`src/rtl/ws2812_pkg.sv`:
```
// ---------------------------------------------------------------------------
// ws2812_pkg
// Shared definitions for the WS2812 serializer:
//   - state_t        : frame-level FSM encoding (IDLE, SEND, LATCH)
//   - DEF_*          : default timing constants for a 12 MHz clock
//   - gamma8()       : square-law gamma curve, g(x) = (x*x + 255) >> 8
// ---------------------------------------------------------------------------
package ws2812_pkg;

    typedef enum logic [1:0] {
        S_IDLE  = 2'd0,
        S_SEND  = 2'd1,
        S_LATCH = 2'd2
    } state_t;

    localparam int DEF_LEDS         = 32;
    localparam int DEF_BIT_CYCLES   = 12;
    localparam int DEF_T0H_CYCLES   = 4;
    localparam int DEF_T1H_CYCLES   = 8;
    localparam int DEF_RESET_CYCLES = 600;

    // The +255 bias makes g(255) land exactly on 255 while g(0) stays 0.
    // 255*255 + 255 = 65280 fits the 16-bit intermediate without overflow.
    function automatic logic [7:0] gamma8(input logic [7:0] x);
        logic [15:0] sq;
        sq = ({8'd0, x} * {8'd0, x}) + 16'd255;
        return sq[15:8];
    endfunction

endpackage

```
`src/rtl/ws2812_bit_encoder.sv`:
```
// ---------------------------------------------------------------------------
// ws2812_bit_encoder
// Generates the pulse-width waveform for one WS2812 bit period at a time.
// The phase counter runs 0..BIT_CYCLES-1 while run=1 and is held at 0
// otherwise, so every new run starts on a fresh bit boundary.
// Ports:
//   clk        in   system clock
//   rst_n      in   asynchronous active-low reset
//   bit_val    in   value of the bit currently being sent
//   run        in   high while the serializer is in SEND
//   dout_next  out  line level for the current phase (registered by top)
//   bit_done   out  last phase of the current bit period
//   bit_start  out  first phase of the current bit period
// ---------------------------------------------------------------------------
module ws2812_bit_encoder
    import ws2812_pkg::*;
#(
    parameter int BIT_CYCLES = DEF_BIT_CYCLES,
    parameter int T0H_CYCLES = DEF_T0H_CYCLES,
    parameter int T1H_CYCLES = DEF_T1H_CYCLES
) (
    input  logic clk,
    input  logic rst_n,
    input  logic bit_val,
    input  logic run,
    output logic dout_next,
    output logic bit_done,
    output logic bit_start
);

    localparam int PW = $clog2(BIT_CYCLES);
    localparam logic [PW-1:0] LAST_PHASE = PW'(BIT_CYCLES - 1);
    localparam logic [PW-1:0] T0H        = PW'(T0H_CYCLES);
    localparam logic [PW-1:0] T1H        = PW'(T1H_CYCLES);

    logic [PW-1:0] phase;

    always_ff @(posedge clk or negedge rst_n) begin
        if (!rst_n) begin
            phase <= '0;
        end else if (!run || phase == LAST_PHASE) begin
            phase <= '0;
        end else begin
            phase <= phase + 1'b1;
        end
    end

    assign dout_next = run && (phase < (bit_val ? T1H : T0H));
    assign bit_done  = run && (phase == LAST_PHASE);
    assign bit_start = run && (phase == '0);

endmodule

```
`src/rtl/ws2812_serializer.sv`:
```
// ---------------------------------------------------------------------------
// ws2812_serializer
// Pulls colour bytes from an upstream source and shifts them MSB-first onto
// a WS2812 one-wire line. A frame is LEDS*3 bytes followed by a low latch of
// RESET_CYCLES cycles. Frames start only while trigger is high in IDLE.
// Optional feature macro: WS2812_GAMMA_EN -- when defined every captured
// byte passes through the gamma8() curve before being stored.
// Ports:
//   clk           in   system clock
//   rst_n         in   asynchronous active-low reset
//   trigger       in   source has a frame ready (level)
//   color_now     in   current colour byte from the source
//   data_request  out  one-cycle pulse: byte consumed, source advances
//   dout          out  WS2812 serial data (registered)
//   busy          out  high whenever a frame or latch is in progress
// ---------------------------------------------------------------------------
module ws2812_serializer
    import ws2812_pkg::*;
#(
    parameter int LEDS         = DEF_LEDS,
    parameter int BIT_CYCLES   = DEF_BIT_CYCLES,
    parameter int T0H_CYCLES   = DEF_T0H_CYCLES,
    parameter int T1H_CYCLES   = DEF_T1H_CYCLES,
    parameter int RESET_CYCLES = DEF_RESET_CYCLES
) (
    input  logic       clk,
    input  logic       rst_n,
    input  logic       trigger,
    input  logic [7:0] color_now,
    output logic       data_request,
    output logic       dout,
    output logic       busy
);

    localparam int BYTES = LEDS * 3;
    localparam int BW    = $clog2(BYTES);
    localparam int LW    = $clog2(RESET_CYCLES);
    localparam logic [BW-1:0] LAST_BYTE  = BW'(BYTES - 1);
    localparam logic [LW-1:0] LAST_LATCH = LW'(RESET_CYCLES - 1);

    state_t          state;
    state_t          state_nxt;
    logic [7:0]      shift;
    logic [7:0]      next_byte;
    logic [7:0]      captured;
    logic [2:0]      bit_idx;
    logic [BW-1:0]   byte_cnt;
    logic [LW-1:0]   latch_cnt;
    logic            dout_next;
    logic            bit_done;
    logic            bit_start;
    logic            more_bytes;

`ifdef WS2812_GAMMA_EN
    assign captured = gamma8(color_now);
`else
    assign captured = color_now;
`endif

    assign more_bytes = (byte_cnt < LAST_BYTE);
    assign busy       = (state != S_IDLE);

    ws2812_bit_encoder #(
        .BIT_CYCLES (BIT_CYCLES),
        .T0H_CYCLES (T0H_CYCLES),
        .T1H_CYCLES (T1H_CYCLES)
    ) u_bit_encoder (
        .clk       (clk),
        .rst_n     (rst_n),
        .bit_val   (shift[bit_idx]),
        .run       (state == S_SEND),
        .dout_next (dout_next),
        .bit_done  (bit_done),
        .bit_start (bit_start)
    );

    // Next-state and handshake. The request is gated by rst_n so the source
    // never advances while the serializer is held in reset.
    always_comb begin
        state_nxt    = state;
        data_request = 1'b0;
        case (state)
            S_IDLE: begin
                if (trigger && rst_n) begin
                    data_request = 1'b1;
                    state_nxt    = S_SEND;
                end
            end
            S_SEND: begin
                // Prefetch the following byte at the start of the last bit,
                // so it is ready when this byte's final period ends.
                if (bit_start && bit_idx == 3'd0 && more_bytes) begin
                    data_request = 1'b1;
                end
                if (bit_done && bit_idx == 3'd0 && !more_bytes) begin
                    state_nxt = S_LATCH;
                end
            end
            S_LATCH: begin
                if (latch_cnt == LAST_LATCH) begin
                    state_nxt = S_IDLE;
                end
            end
            default: state_nxt = S_IDLE;
        endcase
    end

    always_ff @(posedge clk or negedge rst_n) begin
        if (!rst_n) begin
            state <= S_IDLE;
            dout  <= 1'b0;
        end else begin
            state <= state_nxt;
            dout  <= dout_next;
        end
    end

    always_ff @(posedge clk or negedge rst_n) begin
        if (!rst_n) begin
            shift     <= '0;
            next_byte <= '0;
            bit_idx   <= '0;
            byte_cnt  <= '0;
            latch_cnt <= '0;
        end else begin
            case (state)
                S_IDLE: begin
                    if (data_request) begin
                        shift    <= captured;
                        byte_cnt <= '0;
                        bit_idx  <= 3'd7;
                    end
                end
                S_SEND: begin
                    if (data_request) begin
                        next_byte <= captured;
                    end
                    if (bit_done) begin
                        if (bit_idx != 3'd0) begin
                            bit_idx <= bit_idx - 3'd1;
                        end else if (more_bytes) begin
                            shift    <= next_byte;
                            byte_cnt <= byte_cnt + 1'b1;
                            bit_idx  <= 3'd7;
                        end else begin
                            latch_cnt <= '0;
                        end
                    end
                end
                S_LATCH: begin
                    if (latch_cnt == LAST_LATCH) begin
                        latch_cnt <= '0;
                    end else begin
                        latch_cnt <= latch_cnt + 1'b1;
                    end
                end
                default: ;
            endcase
        end
    end

endmodule

```
`config.mk`:
```
export PLATFORM = sky130hd
export DESIGN_NAME = ws2812_serializer
export DESIGN_NICKNAME = d
export VERILOG_FILES = /design/src/rtl/ws2812_pkg.sv /design/src/rtl/ws2812_bit_encoder.sv /design/src/rtl/ws2812_serializer.sv
export SDC_FILE = /design/constraint.sdc
export NUM_CORES = 1
export LEC_CHECK = 0
export CAP_MARGIN = 20
export CELL_PAD_IN_SITES_DETAIL_PLACEMENT = 0
export CELL_PAD_IN_SITES_GLOBAL_PLACEMENT = 1
export CORE_ASPECT_RATIO = 1.2
export CORE_MARGIN = 2
export CORE_UTILIZATION = 47
export DETAILED_ROUTE_END_ITERATION = 8
export GPL_ROUTABILITY_DRIVEN = 0
export PLACE_DENSITY_LB_ADDON = 0.1
export SLEW_MARGIN = 15
export SYNTH_ARGS = -nofsm -noshare
export SYNTH_HDL_FRONTEND = slang
export SYNTH_HIERARCHICAL = 1
export SYNTH_SLANG_ARGS = --single-unit
export TNS_END_PERCENT = 20
```
`constraint.sdc`:
```
create_clock -name clk -period 2.2 [get_ports clk]
set_input_delay 0.22 -clock clk [delete_from_list [all_inputs] [get_ports clk]]
set_output_delay 0.22 -clock clk [all_outputs]
set_load 0.05 [all_outputs]
```
# Yosys cells after proc, flatten, opt, wreduce, memory -nomap -nowiden
# Cells that the tools add are included.
[word_totals]
register_bits = 43
input_bits = 11
elab_cells = 82
output_inout_bits = 3
[classes]
n_eq_ne = 13
reduce_logical = 23
addsub = 4
magnitude_cmp = 3
mux = 31
[op_table]
columns = ["op", "count"]
rows = [
  ["$mux 10", 4],
  ["$mux 8", 4],
  ["$mux 7", 4],
  ["$pmux 10 s2", 1],
  ["$ne 2x2->1 const B", 8],
  ["$pmux 8 s2", 1],
  ["$pmux 7 s2", 1],
  ["$mux 3", 4],
  ["$add 10x1->10 const B", 1],
  ["$eq 10x10->1 const B", 1],
  ["$logic_and 1x1->1", 8],
  ["$mux 4", 2],
  ["$reduce_and 4->1", 2],
  ["$add 7x1->7 const B", 1],
  ["$lt 7x7->1 const B", 1],
  ["$mux 2", 3],
  ["$pmux 2 s3", 1],
  ["$pmux 3 s2", 1],
  ["$reduce_bool 2->1", 3],
  ["$reduce_and 5->1", 1],
  ["$add 4x1->4 const B", 1],
  ["$eq 4x4->1 const B", 1],
  ["$logic_not 4->1", 1],
  ["$lt 3x4->1 const B", 1],
  ["other kinds (15)", 18],
]

# Longest topological paths before layout
[depth]
ltp_word = 8
ltp_mapped = 8
depth_no_buf = 8

# Hierarchy
# Netlist, hierarchy kept.
[modules_own_cells]
columns = ["module", "n_inst", "cells_per_inst", "area_per_inst_um2", "seq_area_each_um2"]
rows = [
  ["ws2812_serializer", 1, 198, 2114.5, 975.9],
  ["ws2812_bit_encoder", 1, 27, 251.5, 100.1],
]

# Worst setup path after synthesis
# Ideal clock, no wire load.
[synth_timing]
kind = "register to output"
from = "register bit_idx[0]"
to = "output data_request"
n_path_buf = 1
stages_incl_launch_ff = 7
t_required_ps = 1980
path_slack_ps = -507
t_arrival_ps = 2487
path_cell_list = "dfrtp_1 -> inv_1 -> ha_1 -> nand2b_1 -> a221o_2 -> buf_6 -> o21ai_0"
[synth_between]
elab_chain_len = 5
[synth_rtl]
columns = ["item", "line", "text"]
rows = [
  ["from (decl)", "ws2812_serializer.sv:46", "logic [2:0] bit_idx;"],
  ["from (signal assigned)", "ws2812_serializer.sv:140", "bit_idx <= bit_idx - 3'd1;"],
  ["$logic_not 3->1", "ws2812_serializer.sv:92", "if (bit_start && bit_idx == 3'd0 && more_bytes) begin"],
  ["$logic_and 1x1->1 (2 in series)", "ws2812_serializer.sv:92", ""],
  ["$mux 1", "ws2812_serializer.sv:92", ""],
  ["$pmux 1 s2", "ws2812_serializer.sv:82", "case (state)"],
  ["to (decl)", "ws2812_serializer.sv:30", "output logic data_request,"],
]
# No other way between the ends.

# Final worst setup path
[layout_timing]
from = "register bit_idx[1]"
to = "output data_request"
# The elaborated chain is that of the path after synthesis.

==> qor.txt <==
CP max FO - 5
synthesized area - 2366 µm²
initial antenna violation count - 0
PD cells - 502.7 nW/µm²
layout cells sized above 1 - 0.1786
GRT Util Overall - 0.2057
first-pass GRT wire length - 8597 µm
die area - 5620 µm²
Post-synth EDFFs - 0
vias in the first global route - 1869
fraction of registers with async set/reset - 1.000
nets@finish - 269
Synth Instances - 225
aggregate global routing overflow - 0
final hold viol count - 0
Initial DRC Count - 92
routed len/inst - 16.49 µm
Slowest-stage cell, CP - dfrtp_1
clk sinks - 43
std cell rows - 28
max-cap violations - 0
worst skew pair latency - 0.29 ns
clk buf depth - 2
Antenna Nets Post-Route - 0
final cell count without fillers - 312
CTS tree - built
fin crit period - 2.089 ns
worst hold path type - input port to async pin
#FFs+latches synth - 43
Critical Path Source Type - flip-flop
cts bufs inserted - 5
final setup vio count - 0
Critical Path Max Stage Delay - 0.41 ns
H-tree levels - 2
placed instance count - 301
Hold-fix buffers, CTS - 0
Tightest Pin Transition - 0.5971 ns
Slew HR - 0.5967
register area share after synthesis - 0.4548
wirelength, routed - 5145 µm
vias - 1882
critical path cell sequence - inv_1 > ha_2 > nand2b_4 > a221o_4 > o21ai_2 > buf_12
status - completed
PortBufs - 13
drt pass-1 iters - 4
Reg clk slew, reported paths - 0.08 ns
Crit. End Element - output port
peak supply drop - 470.6 µV
WP data arrival - 1.87 ns
core area - 4905 µm²
area taken by multi-input logic gates - 1212 µm²
Setup TNS Final - 0 ns
Final HPWL DP - 3678 µm
Layout area overhead - 15.71%
PnR Total Power - 1.376 mW
initial core utilization - 0.4824
Post-synth top flop - dfrtp_1
Final period util - 0.9495
Register Area - 1076 µm²
Slew Limit Fails - 0
largest net degree at the start of global routing - 44
Root Buffer - clkbuf_8
Mapped Nets - 243
number of fill cells - 441
Yosys cell types - 54
FMAX - 478.7 MHz
diode count - 0
WP data required - 1.98 ns
number of I/O pins - 14
drc violations - 0
synth warn - 6
CP Class - flip-flop to output port
syn_area_per_cell - 10.52 µm²
Worst Skew - 0.009051 ns
via/cell ratio - 6.032
die height - 81.73 µm
Die Span X - 68.77 µm
Leak - 1.223 nW
## synth_stat cells, types with 3 or more instances
cell | instances | area [µm²]
a21oi_1 | 12 | 60.06
nor3b_1 | 3 | 22.52
nand4_1 | 3 | 18.77
o32ai_1 | 8 | 70.07
and3_1 | 6 | 37.54
nand2_1 | 18 | 67.56
nor3_1 | 6 | 30.03
mux2_4 | 8 | 120.1
nand3_1 | 4 | 20.02
mux2i_1 | 4 | 40.04
a22o_1 | 3 | 26.28
clkbuf_1 | 3 | 11.26
o21a_1 | 4 | 30.03
dfrtp_1 | 43 | 1076
nand2b_1 | 5 | 31.28
ha_1 | 7 | 87.58
inv_1 | 17 | 63.81
a211o_1 | 3 | 26.28
nor2_1 | 10 | 37.54
o21ai_0 | 13 | 65.06
## routing by layer
metal | share of wire | GRT usage | vias up
li1 | - | - | 896
met1 | 0.44 | 0.2516 | 957
met2 | 0.54 | 0.3654 | 27
met3 | 0.023 | 0.03973 | 2
met4 | 0.0041 | 0.05490 | 0
met5 | 0 | 0 | -
## logic make-up (layout without fill, tap and decap cells)
kind of cell    count (synthesis)  after routing  share of synthesized area
simple gates                   70             70                     0.1682
compound gates                 66             66                     0.2036
flops                          43             43                     0.4548
buf+inv                        24             51                    0.04494
mux                            15             15                    0.09149
fa+ha+maj                       7              7                    0.03702
## final timing paths
check,slack (ns),to,depth (start not counted),startpoint
setup / recovery,0.11,data_request,6,bit_idx[1]$_DFFE_PN0P_
hold reg to reg,0.50,u_bit_encoder/phase[0]$_DFF_PN0_,1,u_bit_encoder/phase[0]$_DFF_PN0_
hold / removal,0.03,latch_cnt[6]$_DFFE_PN0P_,2,rst_n
max in group asynchronous,1.78,u_bit_encoder/phase[0]$_DFF_PN0_,2,rst_n
min in group clk,0.46,state[0]$_DFFE_PN0P_,4,rst_n
setup reg to reg,0.13,next_byte[2]$_DFFE_PN0P_,7,bit_idx[1]$_DFFE_PN0P_
## worst max-delay path, delay by kind of cell (launching register included)
kind                     cells  cell delay [ns]
adder cells (fa/ha/maj)      1             0.24
buffers and inverters        2             0.28
flip-flops                   1             0.41
AND/OR/NAND/NOR              1             0.09
AO/OA/AOI/OAI                2             0.57
## repair_timing
item | CTS | global route
resized for setup | 1 | 4
setup endpoints to repair | 1 | 12
endpoints found under the hold margin | 0 | 0
buffers inserted | 3 | 0
## through the flow
stage                       util  hold WS [ns]  instance area, µm²  setup WS (ns)
final                     0.5582       0.03072                2738         0.1111
after floorplan                -      -0.07559                2370         0.1336
after CTS                 0.5551       0.04548                2723        0.01565
after global routing      0.5582       0.06839                2738     -0.0009788
after global placement    0.5319        0.3658                2609         0.1566
after detailed placement  0.5319        0.3610                2609        0.08766
## layout by cell type, fill, tap and decap left out, types with 3 or more instances in the layout
| cell | instances |
|---|---|
| clkdlybuf4s50_1 | 11 |
| nand3_1 | 4 |
| nand2_1 | 18 |
| nand4_1 | 3 |
| nor2_1 | 9 |
| and3_1 | 6 |
| nor3_1 | 6 |
| nor3b_1 | 3 |
| clkbuf_8 | 5 |
| mux2i_1 | 4 |
| dfrtp_1 | 43 |
| buf_4 | 12 |
| o21ai_0 | 12 |
| o32ai_1 | 8 |
| a22o_1 | 3 |
| inv_1 | 17 |
| a211o_1 | 3 |
| mux2_4 | 8 |
| nand2b_1 | 3 |
| a21oi_1 | 12 |
| ha_1 | 6 |
| o21a_1 | 4 |
## power by group
group / leakage (nW) / total (mW) / internal, mW / switching [mW]
Combinational: 0.659 / 0.0731 / 0.0379 / 0.0352
Clock: 0.0422 / 0.484 / 0.223 / 0.261
Sequential: 0.523 / 0.819 / 0.807 / 0.0118
Total: 1.22 / 1.38 / 1.07 / 0.308
## flip-flops by register name, summed over array words and instances, names as in the netlist
register,flops
shift,8
u_bit_encoder/phase,4
next_byte,8
state,2
latch_cnt,10
bit_idx,3
dout,1
byte_cnt,7
## area by class of cell
type	instances	share of cell area
clock buffer	7	0.02788
clock inverter	1	0.001828
inverter	18	0.02468
multi-input combinational	158	0.4429
sequential	43	0.3931
tap	60	0.02742
timing repair buffer	25	0.08227
(Power assumes the default switching activity.)
